**config.mk**
```make
export PLATFORM = sky130hd
export DESIGN_NAME = puls_conditioner
export DESIGN_NICKNAME = d
export VERILOG_FILES = /design/src/rtl/pong_pkg.sv /design/src/rtl/puls_debounce.sv /design/src/rtl/puls_conditioner.sv
export SDC_FILE = /design/constraint.sdc
export NUM_CORES = 1
export LEC_CHECK = 0
export ABC_AREA = 1
export CAP_MARGIN = 15
export CELL_PAD_IN_SITES_DETAIL_PLACEMENT = 0
export CELL_PAD_IN_SITES_GLOBAL_PLACEMENT = 1
export CORE_MARGIN = 8
export CORE_UTILIZATION = 30
export DETAILED_ROUTE_END_ITERATION = 12
export PLACE_DENSITY = 0.57
export SLEW_MARGIN = 0
export SYNTH_ARGS = -nofsm -noshare
export SYNTH_HDL_FRONTEND = slang
export SYNTH_HIERARCHICAL = 1
export SYNTH_SLANG_ARGS = --single-unit
```
**constraint.sdc**
```tcl
create_clock -name clk -period 1.7 [get_ports clk]
set_clock_uncertainty 0.05 [all_clocks]
set_input_delay 0.17 -clock clk [delete_from_list [all_inputs] [get_ports clk]]
set_output_delay 0.17 -clock clk [all_outputs]
set_load 0.05 [all_outputs]
```
**src/rtl/pong_pkg.sv**
```systemverilog
// Shared constants and types for the paddle pushbutton conditioner.
package pong_pkg;

  localparam int CLK_HZ              = 48_000_000;
  localparam int DEBOUNCE_CYCLES_DEF = 480_000;     // 10 ms
  localparam int REPEAT_DELAY_DEF    = 24_000_000;  // 500 ms
  localparam int REPEAT_PERIOD_DEF   = 2_400_000;   // 50 ms

  typedef enum logic [1:0] {
    LO      = 2'd0,
    WAIT_HI = 2'd1,
    HI      = 2'd2,
    WAIT_LO = 2'd3
  } deb_state_e;

  localparam int LEFT_UP  = 0;
  localparam int LEFT_DN  = 1;
  localparam int RIGHT_UP = 2;
  localparam int RIGHT_DN = 3;

endpackage

```
**src/rtl/puls_debounce.sv**
```systemverilog
// One button: 2-FF synchroniser, counter debouncer FSM and press-edge pulse.
// level_nxt/press_nxt expose the next-cycle values so the parent can register steps in the same cycle.
module puls_debounce
  import pong_pkg::*;
#(
  parameter int DEBOUNCE_CYCLES = DEBOUNCE_CYCLES_DEF
) (
  input  logic clk,
  input  logic reset,
  input  logic raw,
  output logic level,
  output logic press,
  output logic level_nxt,
  output logic press_nxt
);

  localparam int CW = (DEBOUNCE_CYCLES > 2) ? $clog2(DEBOUNCE_CYCLES) : 1;
  localparam logic [CW-1:0] DONE = CW'(DEBOUNCE_CYCLES - 1);

  logic          s1_q, s2_q;
  deb_state_e    state_q, state_d;
  logic [CW-1:0] cnt_q, cnt_d;
  logic          level_q, press_q;

  always_comb begin
    state_d = state_q;
    cnt_d   = cnt_q;
    case (state_q)
      LO: if (s2_q) begin
        state_d = WAIT_HI;
        cnt_d   = '0;
      end
      WAIT_HI: begin
        if (!s2_q) begin
          state_d = LO;
          cnt_d   = '0;
        end else if (cnt_q == DONE) begin
          state_d = HI;
          cnt_d   = '0;
        end else begin
          cnt_d = cnt_q + 1'b1;
        end
      end
      HI: if (!s2_q) begin
        state_d = WAIT_LO;
        cnt_d   = '0;
      end
      WAIT_LO: begin
        if (s2_q) begin
          state_d = HI;
          cnt_d   = '0;
        end else if (cnt_q == DONE) begin
          state_d = LO;
          cnt_d   = '0;
        end else begin
          cnt_d = cnt_q + 1'b1;
        end
      end
      default: begin
        state_d = LO;
        cnt_d   = '0;
      end
    endcase
  end

  assign level_nxt = (state_d == HI) || (state_d == WAIT_LO);
  assign press_nxt = (state_q == WAIT_HI) && (state_d == HI);

  always_ff @(posedge clk or posedge reset) begin
    if (reset) begin
      s1_q    <= 1'b0;
      s2_q    <= 1'b0;
      state_q <= LO;
      cnt_q   <= '0;
      level_q <= 1'b0;
      press_q <= 1'b0;
    end else begin
      s1_q    <= raw;
      s2_q    <= s1_q;
      state_q <= state_d;
      cnt_q   <= cnt_d;
      level_q <= level_nxt;
      press_q <= press_nxt;
    end
  end

  assign level = level_q;
  assign press = press_q;

endmodule

```
**src/rtl/puls_conditioner.sv**
```systemverilog
// Paddle pushbutton conditioner: per-button debounce, optional auto-repeat, pair arbitration.
// Define PULS_AUTOREPEAT_EN to build the auto-repeat counters; otherwise one step per press.
module puls_conditioner
  import pong_pkg::*;
#(
  parameter int N_PULS          = 4,
  parameter int DEBOUNCE_CYCLES = DEBOUNCE_CYCLES_DEF,
  parameter int REPEAT_DELAY    = REPEAT_DELAY_DEF,
  parameter int REPEAT_PERIOD   = REPEAT_PERIOD_DEF
) (
  input  logic              clk,
  input  logic              reset,
  input  logic [N_PULS-1:0] puls_raw,
  output logic [N_PULS-1:0] puls_level,
  output logic [N_PULS-1:0] puls_press,
  output logic [N_PULS-1:0] puls_step
);

  if (N_PULS % 2 != 0) begin : g_chk_pairs
    $error("N_PULS must be even");
  end
  if (REPEAT_PERIOD < 2 || REPEAT_DELAY < REPEAT_PERIOD) begin : g_chk_repeat
    $error("need REPEAT_PERIOD >= 2 and REPEAT_DELAY >= REPEAT_PERIOD");
  end

  logic [N_PULS-1:0] level_nxt, press_nxt, fire, step_d, step_q;

  for (genvar g = 0; g < N_PULS; g++) begin : g_deb
    puls_debounce #(.DEBOUNCE_CYCLES(DEBOUNCE_CYCLES)) u_deb (
      .clk       (clk),
      .reset     (reset),
      .raw       (puls_raw[g]),
      .level     (puls_level[g]),
      .press     (puls_press[g]),
      .level_nxt (level_nxt[g]),
      .press_nxt (press_nxt[g])
    );
  end

`ifdef PULS_AUTOREPEAT_EN
  localparam int RW = $clog2(REPEAT_DELAY + 1);
  localparam logic [RW-1:0] RMAX  = RW'(REPEAT_DELAY);
  localparam logic [RW-1:0] RLOAD = RW'(REPEAT_DELAY - REPEAT_PERIOD + 1);

  // Counter tops out at REPEAT_DELAY and reloads so the next hit is one period later.
  for (genvar g = 0; g < N_PULS; g++) begin : g_rep
    logic [RW-1:0] rep_q, rep_d;

    always_comb begin
      rep_d = rep_q;
      if (press_nxt[g] || !level_nxt[g]) rep_d = '0;
      else if (rep_q == RMAX)            rep_d = RLOAD;
      else                               rep_d = rep_q + 1'b1;
    end

    assign fire[g] = press_nxt[g] | (level_nxt[g] & (rep_d == RMAX));

    always_ff @(posedge clk or posedge reset) begin
      if (reset) rep_q <= '0;
      else       rep_q <= rep_d;
    end
  end
`else
  assign fire = press_nxt;
`endif

  // A paddle with both directions held gets no steps; counters keep running underneath.
  for (genvar g = 0; g < N_PULS; g++) begin : g_arb
    localparam int P = g ^ 1;
    assign step_d[g] = fire[g] & ~(level_nxt[g] & level_nxt[P]);
  end

  always_ff @(posedge clk or posedge reset) begin
    if (reset) step_q <= '0;
    else       step_q <= step_d;
  end

  assign puls_step = step_q;

endmodule

```
Yosys cells after proc, flatten, opt, wreduce, memory -nomap -nowiden
Cells that the tools add are included.
Widths: inputs -> output; s select.
{ "totals": {"in_bits": 6, "regBits": 104} }
{ "classes": {"addsub": 4, "reduce_logical": 16, "n_bitwise": 8, "mux": 52, "eq_ne": 32} }
{ "op_table": {"columns": ["operator", "n"], "rows": [
  ["$mux 19", 20],
  ["$pmux 19 s4", 4],
  ["$add 19x1->19 const B", 4],
  ["$eq 19x19->1 const B", 4],
  ["$mux 2", 24],
  ["$eq 2x2->1 const B", 16],
  ["$pmux 2 s4", 4],
  ["$eq 2x1->1 const B", 4],
  ["$logic_not 2->1", 4],
  ["$ne 2x1->1 const B", 4],
  ["$ne 2x2->1 const B", 4],
  ["$reduce_and 2->1", 4],
  ["$and 1x1->1", 6],
  ["$logic_and 1x1->1", 4],
  ["$logic_or 1x1->1", 4],
  ["$not 1->1", 2]
]} }

Longest topological paths before layout
Gate-level depths: netlist of the first run.
{ "logic_depth": {"ltp_word": 9, "mapped_depth": 10, "depth_no_buf": 10} }

Cells and area by module
Netlist of the first run, hierarchy kept.
{ "modules_own_cells": {"columns": ["module", "area_each_um2", "instances", "cells_per_inst", "seq_area_each_um2"], "rows": [
  ["puls_debounce (g_deb[0].u_deb ...)", 1412.6, 3, 183, 625.6],
  ["puls_debounce (g_deb[3].u_deb)", 1398.8, 1, 200, 625.6],
  ["puls_conditioner", 138.9, 1, 13, 100.1]
]} }

Least setup slack after synthesis of the first run
Ideal clock, no wire load.
{ "synth_timing": {"kind": "register to register", "from": "register g_deb[1].u_deb.cnt_q[0]", "to": "register step_q[0] (netlist: puls_step[0])", "setup_time_ps": 134, "arrival_ps": 1360, "setup_slack_ps": 156, "path_stages_with_launch": 9, "n_path_buf": 0, "cell_sequence": "dfrtp_1 -> ha_1 -> nand3_1 -> nor2_2 -> nand3_2 -> nor2_4 -> nand2_1 -> o21ai_0 -> a21oi_1"} }
{ "synth_between": {"elab_chain_len": 9} }
{ "synth_lines": {"columns": ["element", "line_no", "source"], "rows": [
  ["start: declaration", "puls_debounce.sv:22", "logic [CW-1:0] cnt_q, cnt_d;"],
  ["start signal: assignment", "puls_debounce.sv:81", "cnt_q <= cnt_d;"],
  ["$eq 19x19->1 *", "puls_debounce.sv:37, puls_debounce.sv:52", null],
  ["$mux 2, on equally long branches", "puls_debounce.sv:52, puls_debounce.sv:37", null],
  ["$mux 2, on equally long branches", "puls_debounce.sv:49, puls_debounce.sv:34", null],
  ["$pmux 2 s4 *", "puls_debounce.sv:28", "case (state_q)"],
  ["$eq 2x2->1", "puls_debounce.sv:66", "assign level_nxt = (state_d == HI) || (state_d == WAIT_LO);"],
  ["$logic_or 1x1->1 *", "puls_debounce.sv:66", null],
  ["net level_nxt[1]", "puls_conditioner.sv:26", "logic [N_PULS-1:0] level_nxt, press_nxt, fire, step_d, step_q;"],
  ["$and 1x1->1 *", "puls_conditioner.sv:70", "assign step_d[g] = fire[g] & ~(level_nxt[g] & level_nxt[P]);"],
  ["$not 1->1 *", "puls_conditioner.sv:70", null],
  ["$and 1x1->1 *", "puls_conditioner.sv:70", null],
  ["net step_d[0]", "puls_conditioner.sv:26", null],
  ["end signal: assignment", "puls_conditioner.sv:75", "else step_q <= step_d;"],
  ["end: declaration", "puls_conditioner.sv:26", null]
]} }
The timed path passes the listed nets; every way through them passes the cells marked *.
A chain may end at the register's enable or synchronous reset.

Final worst setup path of the first run
{ "layout_timing": {"from": "register g_deb[0].u_deb.cnt_q[1]", "to": "register step_q[0] (netlist: puls_step[0])"} }
{ "layout_lines": {"columns": ["element", "line_no", "source"], "rows": [
  ["start: declaration", "puls_debounce.sv:22", null],
  ["start signal: assignment", "puls_debounce.sv:81", null],
  ["$eq 19x19->1 *", "puls_debounce.sv:37, puls_debounce.sv:52", null],
  ["$mux 2, on equally long branches", "puls_debounce.sv:52, puls_debounce.sv:37", null],
  ["$mux 2, on equally long branches", "puls_debounce.sv:49, puls_debounce.sv:34", null],
  ["$pmux 2 s4 *", "puls_debounce.sv:28", null],
  ["$eq 2x2->1 *", "puls_debounce.sv:67", "assign press_nxt = (state_q == WAIT_HI) && (state_d == HI);"],
  ["$logic_and 1x1->1 *", "puls_debounce.sv:67", null],
  ["net fire[0]", "puls_conditioner.sv:26", null],
  ["$and 1x1->1 *", "puls_conditioner.sv:70", null],
  ["net step_d[0]", "puls_conditioner.sv:26", null]
]} }
Marked as above.

==> impl_metrics.tcl, run 1 <==
set metrics [dict create \
    status "finished, final reports clean" \
    cts_tree "yes" \
    wl_met1_um 6310 \
    synth-edff-count 0 \
    grt_max_degree 26 \
    ys_async_sr_fraction 1.00 \
    syn_inst 762 \
    clk_latency_ns 0.35 \
    grt_pass1_wl_um 22300 \
    synth.largest_area_cell "dfrtp_1" \
    multi_input_area_um2 2780 \
    avgViaCountPerCell 4.33 \
    start_util 0.307 \
    synth_area_um2 5780 \
    synth_nets 772 \
    die_area_um2 23900 \
    fin_setup_tns_ns 0 \
    nFillCells 1950 \
    clock_tree.htree_level_count 3 \
    core-area_um2 18800 \
    synthFlopType "dfrtp_1" \
    netlist_top_cells_count "nand2_1, nor2_1, dfrtp_1" \
    p_leak_nw 3.34 \
    min_path_type "in2async" \
    clock-sinks 104 \
    register_area_um2 2600 \
    critPathKind "reg2reg" \
    grt_remaining_overflow 0 \
    cts_buffers 9 \
    startpoint "g_deb[0].u_deb/cnt_q[1]" \
    power_density_nw_per_um2 675 \
    synth_cell_types 27 \
    start_kind "register" \
    worstReg2RegStart "g_deb[0].u_deb/cnt_q[1]" \
    die_y_um 155 \
    drc 0 \
    cp.required_ns 1.93 \
    cts-root-buf "clkbuf_16" \
    utilization 0.369 \
    critPathArrivalTime_ns 1.85 \
    antenna_cells 0 \
    synth_area_leaders "dfrtp_1, nand2_1, nor2_1" \
    worst_slew_pin_slew_ns 0.346 \
    finalCriticalPeriod_ns 1.62 \
    r2r_cells 9 \
    finalSetupViolations 0 \
    final_cells 1098 \
    synth.top_cell.area_share 0.451 \
    finalPower_mw 4.69 \
    post-synth-top-count-cell "nand2_1" \
    synth.ff_latch_count 104 \
    cts_hold_buf 0 \
    wl_met2_um 6390 \
    cp-end-kind "register" \
    r2r-end "puls_step[0]" \
    dr_total_vias 4749 \
    dp_cells 1073 \
    dr.pass1.iters 4 \
    final_hold_viol_count 0 \
    drive_gt1_frac 0.226 \
    slew_headroom 0.769 \
    clk_pin_slew_worst_paths_ns 0.07 \
    fmax_mhz 618 \
    area_growth_pct 20.3 \
    antenna_left 0 \
    place.port_buffers 17 \
    yosysWarnings 6 \
    highest_layer "met4" \
    routed_wl_um 13200 \
    floorplan.die.width_um 155 \
    ios 18 \
    dpl.hpwl_um 9780 \
    row_count 50 \
    irDropWorstVdd_mv 0.453 \
    drv_slew 0 \
    maxCapViolations 0 \
    post-route-period-util 0.952 \
    wl_met3_um 360 \
    drt_iter0_markers 252 \
    gp_congestion 0.803 \
    yosysSeqAreaShare 0.451 \
    final_nets 846 \
    syn_area_per_cell_um2 7.58 \
    clockBufferDepth 2 \
    regToRegSetupSlack_ns 0.08 \
    crit_fanout 4 \
    grt_pass1_vias 4700 \
    grt.total_usage 0.115 \
    antenna_found_initial 0 \
    route.detailed.wl_per_inst_um 12.0 \
]
state kept, by name, indices dropped and copies added (netlist names):
name and count:
g_deb.u_deb/state_q 8, puls_step 4, g_deb.u_deb/press 4, g_deb.u_deb/s1_q 4, g_deb.u_deb/s2_q 4, g_deb.u_deb/level 4
g_deb.u_deb/cnt_q 76
worst max-delay path by stage:
stage                   endpoint  slack (ns)  cells past startpoint
global placement    puls_step[1]        0.04                      8
finish              puls_step[0]        0.08                      9
global route        puls_step[0]       -0.04                      9
CTS                 puls_step[1]       0.003                      8
floorplan           puls_step[0]        0.16                      8
detailed placement  puls_step[1]       -0.03                      8
cell usage in the layout (no fill, tap or decap), types with 4 or more instances in the layout:
master           Yosys  routed
nand2_1            217     213
dfrtp_1            104     104
nor2_1             107     100
inv_1               95      95
buf_4                1      63
nand3_1             53      48
nor2_2              45      48
xor2_1              24      24
inv_2               17      16
nand4_1             13      13
a21oi_1             13      12
nand2_2              7      11
nor2_4               7      11
clkbuf_16            0       9
o21ai_0             13       9
nand3_2              6       8
nand2_4              6       6
clkdlybuf4s50_1      0       5
o21ai_2              0       4
xnor2_1              4       4
nand3b_1             4       4
power breakdown:
part / switching, mW / internal [mW] / leakage [nW] / total [mW]
Clock: 0.901 / 0.967 / 0.121 / 1.87
Combinational: 0.203 / 0.0919 / 1.80 / 0.295
Sequential: 0.0250 / 2.50 / 1.42 / 2.53
layer usage:
metal / up-vias / GRT usage
met1: 2220 / 0.142
met2: 39 / 0.197
met5: - / 0
met3: 11 / 0.0256
met4: 0 / 0.0350
li1: 2479 / -
logic make-up after synthesis:
kind of cell / count (synthesis) / share of synthesized area
and+or+nand+nor: 470 / 0.373
buffers and inverters: 120 / 0.0903
DFF: 104 / 0.451
AOI/OAI and AO/OA: 36 / 0.0344
xor gates and xnor gates: 28 / 0.0425
adders and majority gates: 4 / 0.00867
through the flow:
| step | setup slack, ns | hold WS, ns | cell area [µm²] |
|---|---|---|---|
| after CTS | 0.00285 | 0.148 | 6740 |
| after global routing | -0.0379 | 0.175 | 6950 |
| after floorplan | 0.156 | -0.114 | 5780 |
| after detailed placement | -0.0286 | 0.296 | 6480 |
| after global placement | 0.0412 | 0.284 | 6480 |
| final | 0.0814 | 0.151 | 6950 |
what timing repair did:
item | in CTS | in global routing
endpoints found under the setup margin | 4 | 24
setup buffers | 1 | 11
gates cloned | 0 | 0
pin swaps | 1 | 12
gates resized for setup | 2 | 36
worst max-delay path, cell delays in order, from the launching register on:
cell and delay, ns:
dfrtp_1 0.42, ha_4 0.19, nand3_4 0.09, nor2_4 0.15, nand3_4 0.11, nor2_4 0.17, nand2_2 0.09, nor2_2 0.13
inv_1 0.06, a21oi_2 0.09
area by class of cell:
cell class              count  area share
repair buffers             68      0.0753
multi-input cells         538       0.401
inverters                 115      0.0679
clock buffers              11      0.0335
clock inverters             2     0.00144
flip-flops and latches    104       0.375
well taps                 260      0.0468
(Power assumes the default switching activity.)
==> run 2, diff against run 1 <==
--- a/config.mk
+++ b/config.mk
@@ -6,6 +6,7 @@
 export NUM_CORES = 1
 export LEC_CHECK = 0
 export ABC_AREA = 1
+export ABC_CLOCK_PERIOD_IN_PS = 1700
 export CAP_MARGIN = 15
 export CELL_PAD_IN_SITES_DETAIL_PLACEMENT = 0
 export CELL_PAD_IN_SITES_GLOBAL_PLACEMENT = 1
@@ -16,5 +17,4 @@
 export SLEW_MARGIN = 0
 export SYNTH_ARGS = -nofsm -noshare
 export SYNTH_HDL_FRONTEND = slang
-export SYNTH_HIERARCHICAL = 1
 export SYNTH_SLANG_ARGS = --single-unit
==> run 2 against run 1 <==
Synthesized cell count up 0.26%; via count down 0.97%; critical path type unchanged; sequential power about the same; register-to-register slack better by 0.02 ns; non-clock buffer count down 32; synthesized area up 0.95%.
==> impl_metrics.tcl, run 2 <==
set metrics [dict create \
    status "finished, final reports clean" \
    drv_slew 0 \
    worstReg2RegStart "g_deb[3].u_deb.cnt_q[0]" \
    finalSetupViolations 0 \
    synth_cell_types 33 \
    route.detailed.wl_per_inst_um 12.8 \
    grt.total_usage 0.122 \
    final_nets 807 \
    antenna_cells 0 \
    antenna_left 0 \
    cp.required_ns 1.90 \
    floorplan.die.width_um 155 \
    grt_pass1_wl_um 23700 \
    drt_iter0_markers 203 \
    final_hold_viol_count 0 \
    synth.ff_latch_count 104 \
    post-route-period-util 0.943 \
    largest_reg_flops 76 \
    fmax_mhz 624 \
    cts_buffers 9 \
    clock_tree.htree_level_count 3 \
    dr_total_vias 4703 \
    routed_wl_um 13700 \
    cp-end-kind "register" \
    finalCriticalPeriod_ns 1.60 \
    regToRegSetupSlack_ns 0.1 \
    yosysWarnings 0 \
    maxCapViolations 0 \
    place_area_um2 6340 \
    startpoint "g_deb[3].u_deb.cnt_q[0]" \
    die_y_um 155 \
    synth.top_cell.area_share 0.446 \
    fin_area_um2 6710 \
    endpoint "g_deb[3].u_deb.cnt_q[6]" \
    row_count 51 \
    cts_tree "yes" \
    irDropWorstVdd_mv 0.506 \
    yosysSeqAreaShare 0.446 \
    clock-sinks 104 \
    die_area_um2 24200 \
    syn_area_per_cell_um2 7.63 \
    mostFrequentLayoutCells "nand2_1, nor2_1, dfrtp_1" \
    grt_max_degree 86 \
    finalPower_mw 4.96 \
    synth-edff-count 0 \
    slew_headroom 0.683 \
    synth_nets 774 \
    largest_registers "g_deb.u_deb.cnt_q: 76 flops, g_deb.u_deb.state_q: 8 flops" \
    dp_cells 1048 \
    clockBufferDepth 2 \
    ys_async_sr_fraction 1.00 \
    grt_pass1_vias 4721 \
    syn_inst 764 \
    p_leak_nw 3.07 \
    dr.pass1.iters 7 \
    dpl.hpwl_um 10100 \
    r2r-end "g_deb[3].u_deb.cnt_q[6]" \
    drc 0 \
    grt_remaining_overflow 0 \
    cts-root-buf "clkbuf_16" \
    core-area_um2 19300 \
    start_kind "register" \
    drive_gt1_frac 0.154 \
    start_util 0.303 \
    ios 18 \
    netlist_top_cells_count "nand2_1, nor2_1, dfrtp_1" \
    synthFlopType "dfrtp_1" \
    largest_register "g_deb.u_deb.cnt_q" \
    synth_area_leaders "dfrtp_1, nand2_1, nor2_1" \
    antenna_found_initial 0 \
    gp_congestion 0.774 \
    critPathArrivalTime_ns 1.80 \
    avgViaCountPerCell 4.41 \
    final_cells 1066 \
    r2r_cells 8 \
    synth.largest_area_cell "dfrtp_1" \
    worst_slew_pin_slew_ns 0.475 \
    place.port_buffers 17 \
    whs_ns 0.191 \
    crit_fanout 13 \
    layout_commonest_cell "nand2_1" \
    power_density_nw_per_um2 739 \
    area_growth_pct 15.1 \
    post-synth-top-count-cell "nand2_1" \
    synth_area_um2 5830 \
    clk_pin_slew_worst_paths_ns 0.07 \
    clk_latency_ns 0.36 \
    critPathKind "reg2reg" \
    min_path_type "in2async" \
]
run 2: cell types whose count changed in the layout (fill, tap and decap cells not counted), sizes merged, moves of 5 or more:
cell and change:
buf -32, inv -16, nor2 -11, nand3 +9, o21ai +8, o22ai +7, a21oi -6, nor3 +6
o21bai +5
run 2: power by group:
| part | total, mW | internal, mW | switching [mW] |
|---|---|---|---|
| Sequential | 2.53 | 2.50 | 0.0282 |
| Combinational | 0.268 | 0.0830 | 0.185 |
| Clock | 2.16 | 1.15 | 1.01 |
run 2: metal layers:
| layer | track usage | up-vias | part of all wire |
|---|---|---|---|
| met2 | 0.191 | 46 | 0.45 |
| met5 | 0 | - | 0 |
| met3 | 0.0250 | 11 | 0.025 |
| met1 | 0.164 | 2209 | 0.52 |
| li1 | - | 2437 | - |
| met4 | 0.0425 | 0 | 0.014 |
run 2: worst min-delay path by stage:
stage          cells after the start                    to           startpoint
2_1_floorplan                      0   g_deb[0].u_deb.s1_q          puls_raw[0]
3_3_place_gp                       0   g_deb[1].u_deb.s2_q  g_deb[1].u_deb.s1_q
3_5_place_dp                       0   g_deb[0].u_deb.s2_q  g_deb[0].u_deb.s1_q
4_1_cts                            1   g_deb[3].u_deb.s1_q          puls_raw[3]
5_1_grt                            1   g_deb[3].u_deb.s1_q          puls_raw[3]
6_report                           3  g_deb[2].u_deb.level                reset
run 2: worst max-delay path: stages (launching register included):
cell	delay, ns
dfrtp_1	0.40
ha_2	0.21
inv_1	0.07
nor2_4	0.13
nand2_2	0.13
o21ai_2	0.19
nand2_2	0.12
clkinv_4	0.13
nor2_1	0.06
run 2: what timing repair did:
| action | 4_1_cts | 5_1_grt |
|---|---|---|
| buffers inserted | 0 | 3 |
| setup endpoints to repair | 10 | 47 |
| cloned | 0 | 0 |
| hold buffers | 0 | 0 |
| endpoints found under the hold margin | 0 | 0 |
| gates resized for setup | 2 | 13 |
| pin swaps | 0 | 5 |
run 2: logic make-up after synthesis:
kind of cell / count (synthesis) / synth area share
XOR/XNOR: 33 / 0.0496
AND/OR/NAND/NOR: 471 / 0.364
adder cells (fa/ha/maj): 4 / 0.00858
buffers and inverters: 110 / 0.0805
flip-flops: 104 / 0.446
AO/OA/AOI/OAI: 42 / 0.0511
run 2: metrics by stage:
stage	utilization	setup slack, ns	TNS [ns]
3_3_place_gp	0.329	0.0549	0
5_1_grt	0.348	-0.0177	-0.0177
2_1_floorplan	-	0.213	0
4_1_cts	0.345	0.0312	0
3_5_place_dp	0.329	-0.00848	-0.00947
6_report	0.348	0.0968	0
run 2: area by class of cell:
class                           instances  area [µm²]
Clock buffer                            9         225
Tap cell                              265         332
Fill cell                            2091       12600
Timing Repair Buffer                   36         308
Clock inverter                          6        68.8
Sequential cell                       104        2600
Multi-Input combinational cell        550        2800
Inverter                               96         372
